## src/rtl/hack_rom_loader.sv

```systemverilog
// ---------------------------------------------------------------------------
// hack_rom_loader
//
// Boot sequencer for the Hack CPU. After power-up the CPU is held in reset.
// A start pulse begins a load: a 16-bit word count N arrives first (high byte
// first), followed by N 16-bit words (each high byte first). Every assembled
// word is written into instruction ROM at consecutive addresses starting at 0.
// Once the last word is written, the CPU reset is held for RESET_HOLD more
// cycles and then released, so the CPU starts fetching at pc 0.
//
// A zero or oversize word count, or too long a pause between bytes during a
// load, aborts into ERROR with the CPU kept in reset. A new start pulse from
// IDLE, DONE or ERROR begins a fresh load.
//
// Parameters:
//   ROM_WORDS   ROM depth and largest accepted word count
//   RESET_HOLD  cycles cpu_reset_o stays high after the last ROM write (>= 1)
//   TIMEOUT     idle cycles allowed between accepted bytes during a load
//
// Ports:
//   clk_i        system clock, all state changes on the rising edge
//   rst_i        asynchronous active-high reset, clears all state
//   start_i      single-cycle pulse that begins a load
//   rx_data_i    incoming byte
//   rx_valid_i   rx_data_i is valid
//   rx_ready_o   loader accepts a byte this cycle
//   rom_we_o     ROM write strobe, one cycle per word
//   rom_addr_o   ROM write address
//   rom_wdata_o  ROM write data
//   cpu_reset_o  drives the CPU reset input
//   busy_o       a load is in progress
//   done_o       last load completed successfully
//   error_o      last load aborted
// ---------------------------------------------------------------------------
module hack_rom_loader #(
    parameter int ROM_WORDS  = 32768,
    parameter int RESET_HOLD = 4,
    parameter int TIMEOUT    = 1000000
) (
    input  logic        clk_i,
    input  logic        rst_i,
    input  logic        start_i,
    input  logic [7:0]  rx_data_i,
    input  logic        rx_valid_i,
    output logic        rx_ready_o,
    output logic        rom_we_o,
    output logic [14:0] rom_addr_o,
    output logic [15:0] rom_wdata_o,
    output logic        cpu_reset_o,
    output logic        busy_o,
    output logic        done_o,
    output logic        error_o
);

    localparam int TW = (TIMEOUT > 1) ? $clog2(TIMEOUT) : 1;
    localparam int HW = (RESET_HOLD > 1) ? $clog2(RESET_HOLD) : 1;

    localparam logic [TW-1:0] TMO_LAST  = TW'(TIMEOUT - 1);
    localparam logic [HW-1:0] HOLD_LAST = HW'(RESET_HOLD - 1);
    localparam logic [16:0]   MAX_LEN   = 17'(ROM_WORDS);

    typedef enum logic [3:0] {
        S_IDLE,
        S_LEN_HI,
        S_LEN_LO,
        S_DATA_HI,
        S_DATA_LO,
        S_WRITE,
        S_HOLD,
        S_DONE,
        S_ERROR
    } state_t;

    state_t        state_q, state_d;
    logic [15:0]   len_q, len_d;
    logic [7:0]    wdata_hi_q, wdata_hi_d;
    logic [15:0]   word_cnt_q, word_cnt_d;
    logic [TW-1:0] tmo_q, tmo_d;
    logic [HW-1:0] hold_q, hold_d;
    logic [14:0]   rom_addr_q, rom_addr_d;
    logic [15:0]   rom_wdata_q, rom_wdata_d;
    logic          rom_we_q;
    logic          cpu_reset_q;

    logic          accept;
    logic [15:0]   len_new;
    logic [15:0]   cnt_inc;

    // The byte-receiving states are exactly the ones that raise rx_ready.
    assign rx_ready_o = (state_q == S_LEN_HI)  || (state_q == S_LEN_LO) ||
                        (state_q == S_DATA_HI) || (state_q == S_DATA_LO);
    assign accept     = rx_ready_o && rx_valid_i;
    assign len_new    = {len_q[15:8], rx_data_i};
    assign cnt_inc    = word_cnt_q + 16'd1;

    // Next-state logic. The ROM address/data registers are loaded on the
    // edge that enters WRITE so they are stable during the strobe and keep
    // their values afterwards. The idle timer only advances while waiting
    // for a byte; any state change (including every accepted byte) clears it.
    always_comb begin
        state_d     = state_q;
        len_d       = len_q;
        wdata_hi_d  = wdata_hi_q;
        word_cnt_d  = word_cnt_q;
        tmo_d       = tmo_q;
        hold_d      = hold_q;
        rom_addr_d  = rom_addr_q;
        rom_wdata_d = rom_wdata_q;

        case (state_q)
            S_IDLE, S_DONE, S_ERROR: begin
                if (start_i) begin
                    state_d = S_LEN_HI;
                end
            end
            S_LEN_HI: begin
                if (accept) begin
                    len_d[15:8] = rx_data_i;
                    state_d     = S_LEN_LO;
                end
            end
            S_LEN_LO: begin
                if (accept) begin
                    len_d = len_new;
                    if ((len_new == 16'd0) || ({1'b0, len_new} > MAX_LEN)) begin
                        state_d = S_ERROR;
                    end else begin
                        word_cnt_d = 16'd0;
                        state_d    = S_DATA_HI;
                    end
                end
            end
            S_DATA_HI: begin
                if (accept) begin
                    wdata_hi_d = rx_data_i;
                    state_d    = S_DATA_LO;
                end
            end
            S_DATA_LO: begin
                if (accept) begin
                    rom_addr_d  = word_cnt_q[14:0];
                    rom_wdata_d = {wdata_hi_q, rx_data_i};
                    state_d     = S_WRITE;
                end
            end
            S_WRITE: begin
                word_cnt_d = cnt_inc;
                if (cnt_inc == len_q) begin
                    hold_d  = '0;
                    state_d = S_HOLD;
                end else begin
                    state_d = S_DATA_HI;
                end
            end
            S_HOLD: begin
                if (hold_q == HOLD_LAST) begin
                    state_d = S_DONE;
                end else begin
                    hold_d = hold_q + 1'b1;
                end
            end
            default: begin
                state_d = S_IDLE;
            end
        endcase

        if (rx_ready_o && !accept) begin
            if (tmo_q == TMO_LAST) begin
                state_d = S_ERROR;
            end else begin
                tmo_d = tmo_q + 1'b1;
            end
        end

        if (state_d != state_q) begin
            tmo_d = '0;
        end
    end

    // State register. rom_we and cpu_reset come from dedicated flops fed by
    // the next state, so both are glitch-free and line up with the state.
    always_ff @(posedge clk_i or posedge rst_i) begin
        if (rst_i) begin
            state_q     <= S_IDLE;
            len_q       <= '0;
            wdata_hi_q  <= '0;
            word_cnt_q  <= '0;
            tmo_q       <= '0;
            hold_q      <= '0;
            rom_addr_q  <= '0;
            rom_wdata_q <= '0;
            rom_we_q    <= 1'b0;
            cpu_reset_q <= 1'b1;
        end else begin
            state_q     <= state_d;
            len_q       <= len_d;
            wdata_hi_q  <= wdata_hi_d;
            word_cnt_q  <= word_cnt_d;
            tmo_q       <= tmo_d;
            hold_q      <= hold_d;
            rom_addr_q  <= rom_addr_d;
            rom_wdata_q <= rom_wdata_d;
            rom_we_q    <= (state_d == S_WRITE);
            cpu_reset_q <= (state_d != S_DONE);
        end
    end

    assign rom_we_o    = rom_we_q;
    assign rom_addr_o  = rom_addr_q;
    assign rom_wdata_o = rom_wdata_q;
    assign cpu_reset_o = cpu_reset_q;
    assign busy_o      = (state_q != S_IDLE) && (state_q != S_DONE) &&
                         (state_q != S_ERROR);
    assign done_o      = (state_q == S_DONE);
    assign error_o     = (state_q == S_ERROR);

endmodule

```

## config.mk

```make
export PLATFORM = sky130hd
export DESIGN_NAME = hack_rom_loader
export DESIGN_NICKNAME = d
export VERILOG_FILES = /design/src/rtl/hack_rom_loader.sv
export SDC_FILE = /design/constraint.sdc
export NUM_CORES = 1
export LEC_CHECK = 0
export CAP_MARGIN = 20
export CORE_MARGIN = 2
export CORE_UTILIZATION = 55
export DETAILED_ROUTE_END_ITERATION = 12
export PLACE_DENSITY = 0.74
export SKIP_LAST_GASP = 1
export SYNTH_ARGS = -nofsm -noshare
export SYNTH_HDL_FRONTEND = slang
export SYNTH_SLANG_ARGS = --single-unit
```

## constraint.sdc

```tcl
create_clock -name clk_i -period 3.9 [get_ports clk_i]
set_input_delay 0.78 -clock clk_i [delete_from_list [all_inputs] [get_ports clk_i]]
set_output_delay 0.78 -clock clk_i [all_outputs]
set_load 0.005 [all_outputs]
```

==> metrics.cfg, run 1 <==
[floorplanning]
die_x_um=99.4
io_pins=49
rows=34
fp.coreArea_mm2=0.00876
die_h_um=99.4
fp.dieArea_mm2=0.00987
initial_core_util_pct=57.1

[worst_setup_path]
worstPathCellList=clkdlybuf4s50_1 > nor3b_1 > nand2_1 > nor2_2 > and2_1 > nor2_1 > o311ai_2 > buf_4 > nor2_1
start_kind=input pin
crit_top_cell=nor2_1
endpoint_kind=flop
worstSetupPathType=input pin to flop
arrival_ps=3320
crit_fanout=20
cp_slowest_cell=clkdlybuf4s50_1
cp_data_required_time_ps=4150
cpPeakStageDelay_ps=650

[status]
status=completed

[cts]
clk_path_buf_depth=2
clock-sinks=99
ctsResizeCount=0
tritoncts=built
htreeDepth=3
clkTransAtPathRegs_ps=110
clockRootBuffer=clkbuf_8
cts_setup_buffers=0
insertion_delay_ps=370
cts_hold_buffers=0
cts_made_buffers=9

[detailed_routing]
avgViaCountPerCell=5.83
ant_nets=0
drc=0
wl_per_cell_um=16.4
dr.pass1.iters=4
vias=3732
drt_iter0_markers=194
wirelength_mm=10.5

[yosys]
synth.most_common_cell=dfrtp_1
synth_common_cells=98 x dfrtp_1, 50 x nand2_1, 46 x mux2_2, 46 x nor2_1, 27 x o21ai_0
netlist_top_cells_area=dfrtp_1 49%, mux2_2 10%, xor2_1 4.0%, nand2_1 3.8%, nor2_1 3.5%
synth.avg_cell_area_um2=10.2
postSynthCellCount=491
ys_ff_latch=99
synth_top_area_share_pct=49.0
async_reset_ff_share_pct=100
synth.distinct_cells=53
seq_area_frac_synth_pct=49.5
synth_edf_count=0
ys.warnings.count=0
ys.flop_type=dfrtp_1
mappedNetlistArea_mm2=0.00500
syn_nets=506
yosysTopAreaCell=dfrtp_1

[final_layout]
stdcell_area_mm2=0.00577
nets=542
area_growth_pct=15.3
num_antenna_cells=0
drive_gt1_share_pct=14.8

[pwr]
pwr_density_cell_mw_per_mm2=704
peakVddDrop_mv=0.405
total_power_mw=4.06
p_leak_nw=2.51

[placed_design]
dp_hpwl_mm=7.35
portBuffers=48
place_congestion=0.871
dpl_cell_area_mm2=0.00555

[sta]
fin_crit_sh_pct=78.8
fin_tns_setup_ps=0
worst_pin_slew_ps=731
slew_headroom_pct=51.1
final.setup_skew_ps=25.1
period_needed_ps=3070
fmax_ghz=0.325
hold_ws_ps=482
setup_viol=0
rsz0062_at_grt=false
drv_slew=0
hold_viol=0

[hold_path]
hp-class=flop to flop

[global_routing]
track_usage_pct=22.8
first_global_vias=3712
grt_pass1_wl_mm=18.0
grt_max_degree=57
gr-total-overflow=0
antenna_found_initial=0

[flow_run]
drv_cap=0

final timing paths:
path,slack (ps),to,cells after the start,startpoint
worst max-delay path,830,tmo_q[8],9,rx_valid_i
worst min-delay path,480,rom_wdata_o[13],2,wdata_hi_q[5]
worst max register to register,830,hold_q[0],9,word_cnt_q[0]
worst min register to register,480,rom_wdata_o[13],2,wdata_hi_q[5]
max in group asynchronous,2330,cpu_reset_o,3,rst_i
min in group asynchronous,840,rom_wdata_o[15],2,rst_i
kinds of logic (layout without fill, tap and decap cells):
logic type | Yosys count | count (layout) | synth area share, %
buffers and inverters | 38 | 79 | 3.20
and+or+nand+nor | 192 | 192 | 19.3
xor gates and xnor gates | 42 | 42 | 7.50
DFF | 99 | 99 | 49.5
muxes | 52 | 52 | 11.6
adders and majority gates | 3 | 3 | 0.750
AOI/OAI and AO/OA | 65 | 65 | 8.13
layer usage:
metal  share of wire, %  GRT usage, %  routed length, µm  vias to the layer above
li1                   -             -                  -                     1798
met1                 47          31.1               4890                     1846
met2                 47          36.1               4910                       75
met3                4.6          5.69                478                       13
met4                1.9          7.38                197                        0
met5                  0             0                  0                        -
per-stage QoR:
| stage | util, % | std cells | worst slack (ps) |
|---|---|---|---|
| global placement | 63.3 | 624 | 570 |
| global route | 65.8 | 640 | 568 |
| detailed placement | 63.3 | 624 | 494 |
| CTS | 65.8 | 640 | 816 |
| finish | 65.8 | 640 | 827 |
| floorplan | - | 491 | 531 |
power breakdown:
part           leakage [nW]  total (mW)  switching, mW  internal [mW]
Combinational          1.11        1.57          0.718          0.854
Sequential             1.29        1.78          0.403           1.38
Clock                 0.107       0.707          0.392          0.316
Total                  2.51        4.06           1.51           2.55
worst max-delay path, delay by kind of cell:
| family | cells | cell delay (ps) |
|---|---|---|
| and+or+nand+nor | 6 | 1340 |
| buffers and inverters | 2 | 930 |
| AOI/OAI and AO/OA | 1 | 250 |
cell usage in the layout, fill, tap and decap left out, drive strengths merged, types with 6 or more instances in the layout:
cell type       n
clkdlybuf4s50  48
dfrtp          98
and2            6
xnor2          19
clkbuf          9
mux2           46
mux2i           6
xor2           23
nor4            9
a21oi           9
nand4          14
nor3           10
nand2          50
o21ai          28
nor2           49
and3            9
inv            14
o31ai          11
nand3          20
final cells by class:
class / instances / area, µm²
Multi-Input combinational cell: 354 / 2370
Sequential cell: 99 / 2480
Fill cell: 709 / 2990
Timing Repair Buffer: 52 / 523
Clock buffer: 9 / 124
Inverter: 11 / 43.8
Tap cell: 108 / 135
Clock inverter: 7 / 93.8
sequential cells by signal, summed over array words and instances (netlist names):
name and count:
wdata_hi_q 8, len_q 16, rom_we_o 1, hold_q 2, word_cnt_q 16, rom_addr_o 15, cpu_reset_o 1, state_q 4
rom_wdata_o 16, tmo_q 20
(Power assumes the default switching activity.)
==> run 2, diff against run 1 <==
==> constraint.sdc (replaced) <==
create_clock -name clk_i -period 3.2 [get_ports clk_i]
set_input_delay 0.64 -clock clk_i [delete_from_list [all_inputs] [get_ports clk_i]]
set_output_delay 0.64 -clock clk_i [all_outputs]
set_load 0.005 [all_outputs]
==> run 2 against run 1 <==
Against the previous run: die area did not move; via count rose by 2.7%; clock skew fell by 8.6 ps; sequential power rose by 20%; total power rose by 22%; first-iteration DRC count fell by 7.7%; cell area rose by 1.6%; non-clock buffer count rose by 15.
==> metrics.cfg, run 2 (synthesis gave the netlist of run 1 again) <==
[sta]
fin_crit_sh_pct=91.6
final.setup_skew_ps=16.5
slew_headroom_pct=51.4
worst_pin_slew_ps=727
drv_slew=0
setup_ws_ps=268
period_needed_ps=2930
fin_tns_setup_ps=0
hold_viol=0
setup_viol=0
fmax_ghz=0.341
rsz0062_at_grt=false

[cts]
clk_path_buf_depth=2
ctsResizeCount=0
cts_hold_buffers=0
insertion_delay_ps=370
htreeDepth=3
clockRootBuffer=clkbuf_8
tritoncts=built
cts_made_buffers=9
clock-sinks=99
cts_setup_buffers=0
clkTransAtPathRegs_ps=110

[worst_setup_path]
r2r-end=hold_q[0]
r2r_cells=9
critPathLaunch=state_q[1]
cp_data_required_time_ps=2560
rr_startpoint=word_cnt_q[1]
rrSetupSlack_ps=350
start_kind=flop
crit_end=rx_ready_o
arrival_ps=2290
endpoint_kind=output pin
crit_fanout=17
worstSetupPathType=flop to output pin

[final_layout]
area_growth_pct=17.2
final_util_pct=66.9
regMostFlops=tmo_q
drive_gt1_share_pct=17.2
num_antenna_cells=0
final_common_cell=dfrtp_1
largest_register_ff_count=20
layout_common_cells=98 x dfrtp_1, 50 x nand2_1, 48 x clkdlybuf4s50_1
nets=557

[detailed_routing]
drt_iter0_markers=179
ant_nets=0
vias=3834
drc=0
avgViaCountPerCell=5.85
dr.pass1.iters=5
wl_per_cell_um=16.3
wirelength_mm=10.7

[global_routing]
track_usage_pct=23.5
gr-total-overflow=0
first_global_vias=3823
grt_max_degree=100
antenna_found_initial=0
grt_pass1_wl_mm=18.6

[hold_path]
hp-class=flop to flop

[floorplanning]
die_x_um=99.4
die_h_um=99.4
io_pins=49
fp.dieArea_mm2=0.00987
rows=34
initial_core_util_pct=57.1
fp.coreArea_mm2=0.00876

[pwr]
total_power_mw=4.96
pwr_density_cell_mw_per_mm2=846
p_leak_nw=2.57
peakVddDrop_mv=0.475

[placed_design]
place_congestion=0.845
place_ws_ps=194
portBuffers=48
dp_hpwl_mm=7.48

[flow_run]
drv_cap=0

[status]
status=completed

-- run 2: cell count changes in the layout (fill, tap and decap cells not counted), sizes merged --
cell / previous run / this run
buf: 4 / 19
clkinv: 2 / 5
inv: 14 / 11
bufinv: 1 / 0
clkinvlp: 1 / 2
-- run 2: metal layers --
layer / part of all wire, % / GRT usage, %
met2: 47 / 35.9
met3: 4.5 / 5.41
met1: 48 / 33.8
met5: 0 / 0
met4: 1.2 / 7.38
-- run 2: power breakdown --
group          switching [mW]  internal [mW]  total (mW)
Combinational           0.967           1.09        2.06
Clock                   0.470          0.304       0.774
Sequential              0.447           1.68        2.13
Total                    1.88           3.08        4.96
-- run 2: final cells by class --
cell class / instances / area (µm²)
clock inverters: 7 / 72.6
clock buffers: 9 / 124
well taps: 108 / 135
fillers: 705 / 2900
flip-flops and latches: 99 / 2480
repair buffers: 67 / 636
multi-input cells: 354 / 2370
inverters: 11 / 45.0
-- run 2: worst max-delay path, stage by stage, from the launching register on --
cell             delay [ps]
dfrtp_1                 710
nor3_1                  210
or3_1                   440
inv_1                    70
clkdlybuf4s50_1         490
-- run 2: per-stage QoR --
step	std cells	area, µm²	hold slack [ps]
2_1_floorplan	491	5010	433
3_3_place_gp	639	5670	448
5_1_grt	655	5860	512
4_1_cts	655	5860	493
6_report	655	5860	486
3_5_place_dp	639	5670	462
-- run 2: how the worst min path moves through the flow --
stage / cells past startpoint / startpoint / slack [ps] / to
after floorplan: 2 / wdata_hi_q[2] / 430 / rom_wdata_o[10]
after global routing: 2 / wdata_hi_q[0] / 510 / rom_wdata_o[8]
final: 2 / wdata_hi_q[4] / 490 / rom_wdata_o[12]
after global placement: 2 / wdata_hi_q[4] / 450 / rom_wdata_o[12]
after CTS: 2 / wdata_hi_q[3] / 490 / rom_wdata_o[11]
after detailed placement: 2 / rom_wdata_o[15] / 460 / rom_wdata_o[15]
==> run 3, diff against run 2 <==
--- a/config.mk
+++ b/config.mk
@@ -10,7 +10,6 @@
 export CORE_UTILIZATION = 55
 export DETAILED_ROUTE_END_ITERATION = 12
 export PLACE_DENSITY = 0.74
-export SKIP_LAST_GASP = 1
 export SYNTH_ARGS = -nofsm -noshare
 export SYNTH_HDL_FRONTEND = slang
 export SYNTH_SLANG_ARGS = --single-unit
==> results of run 3 <==
Final layout, timing and power as in run 2 (identical DEF).
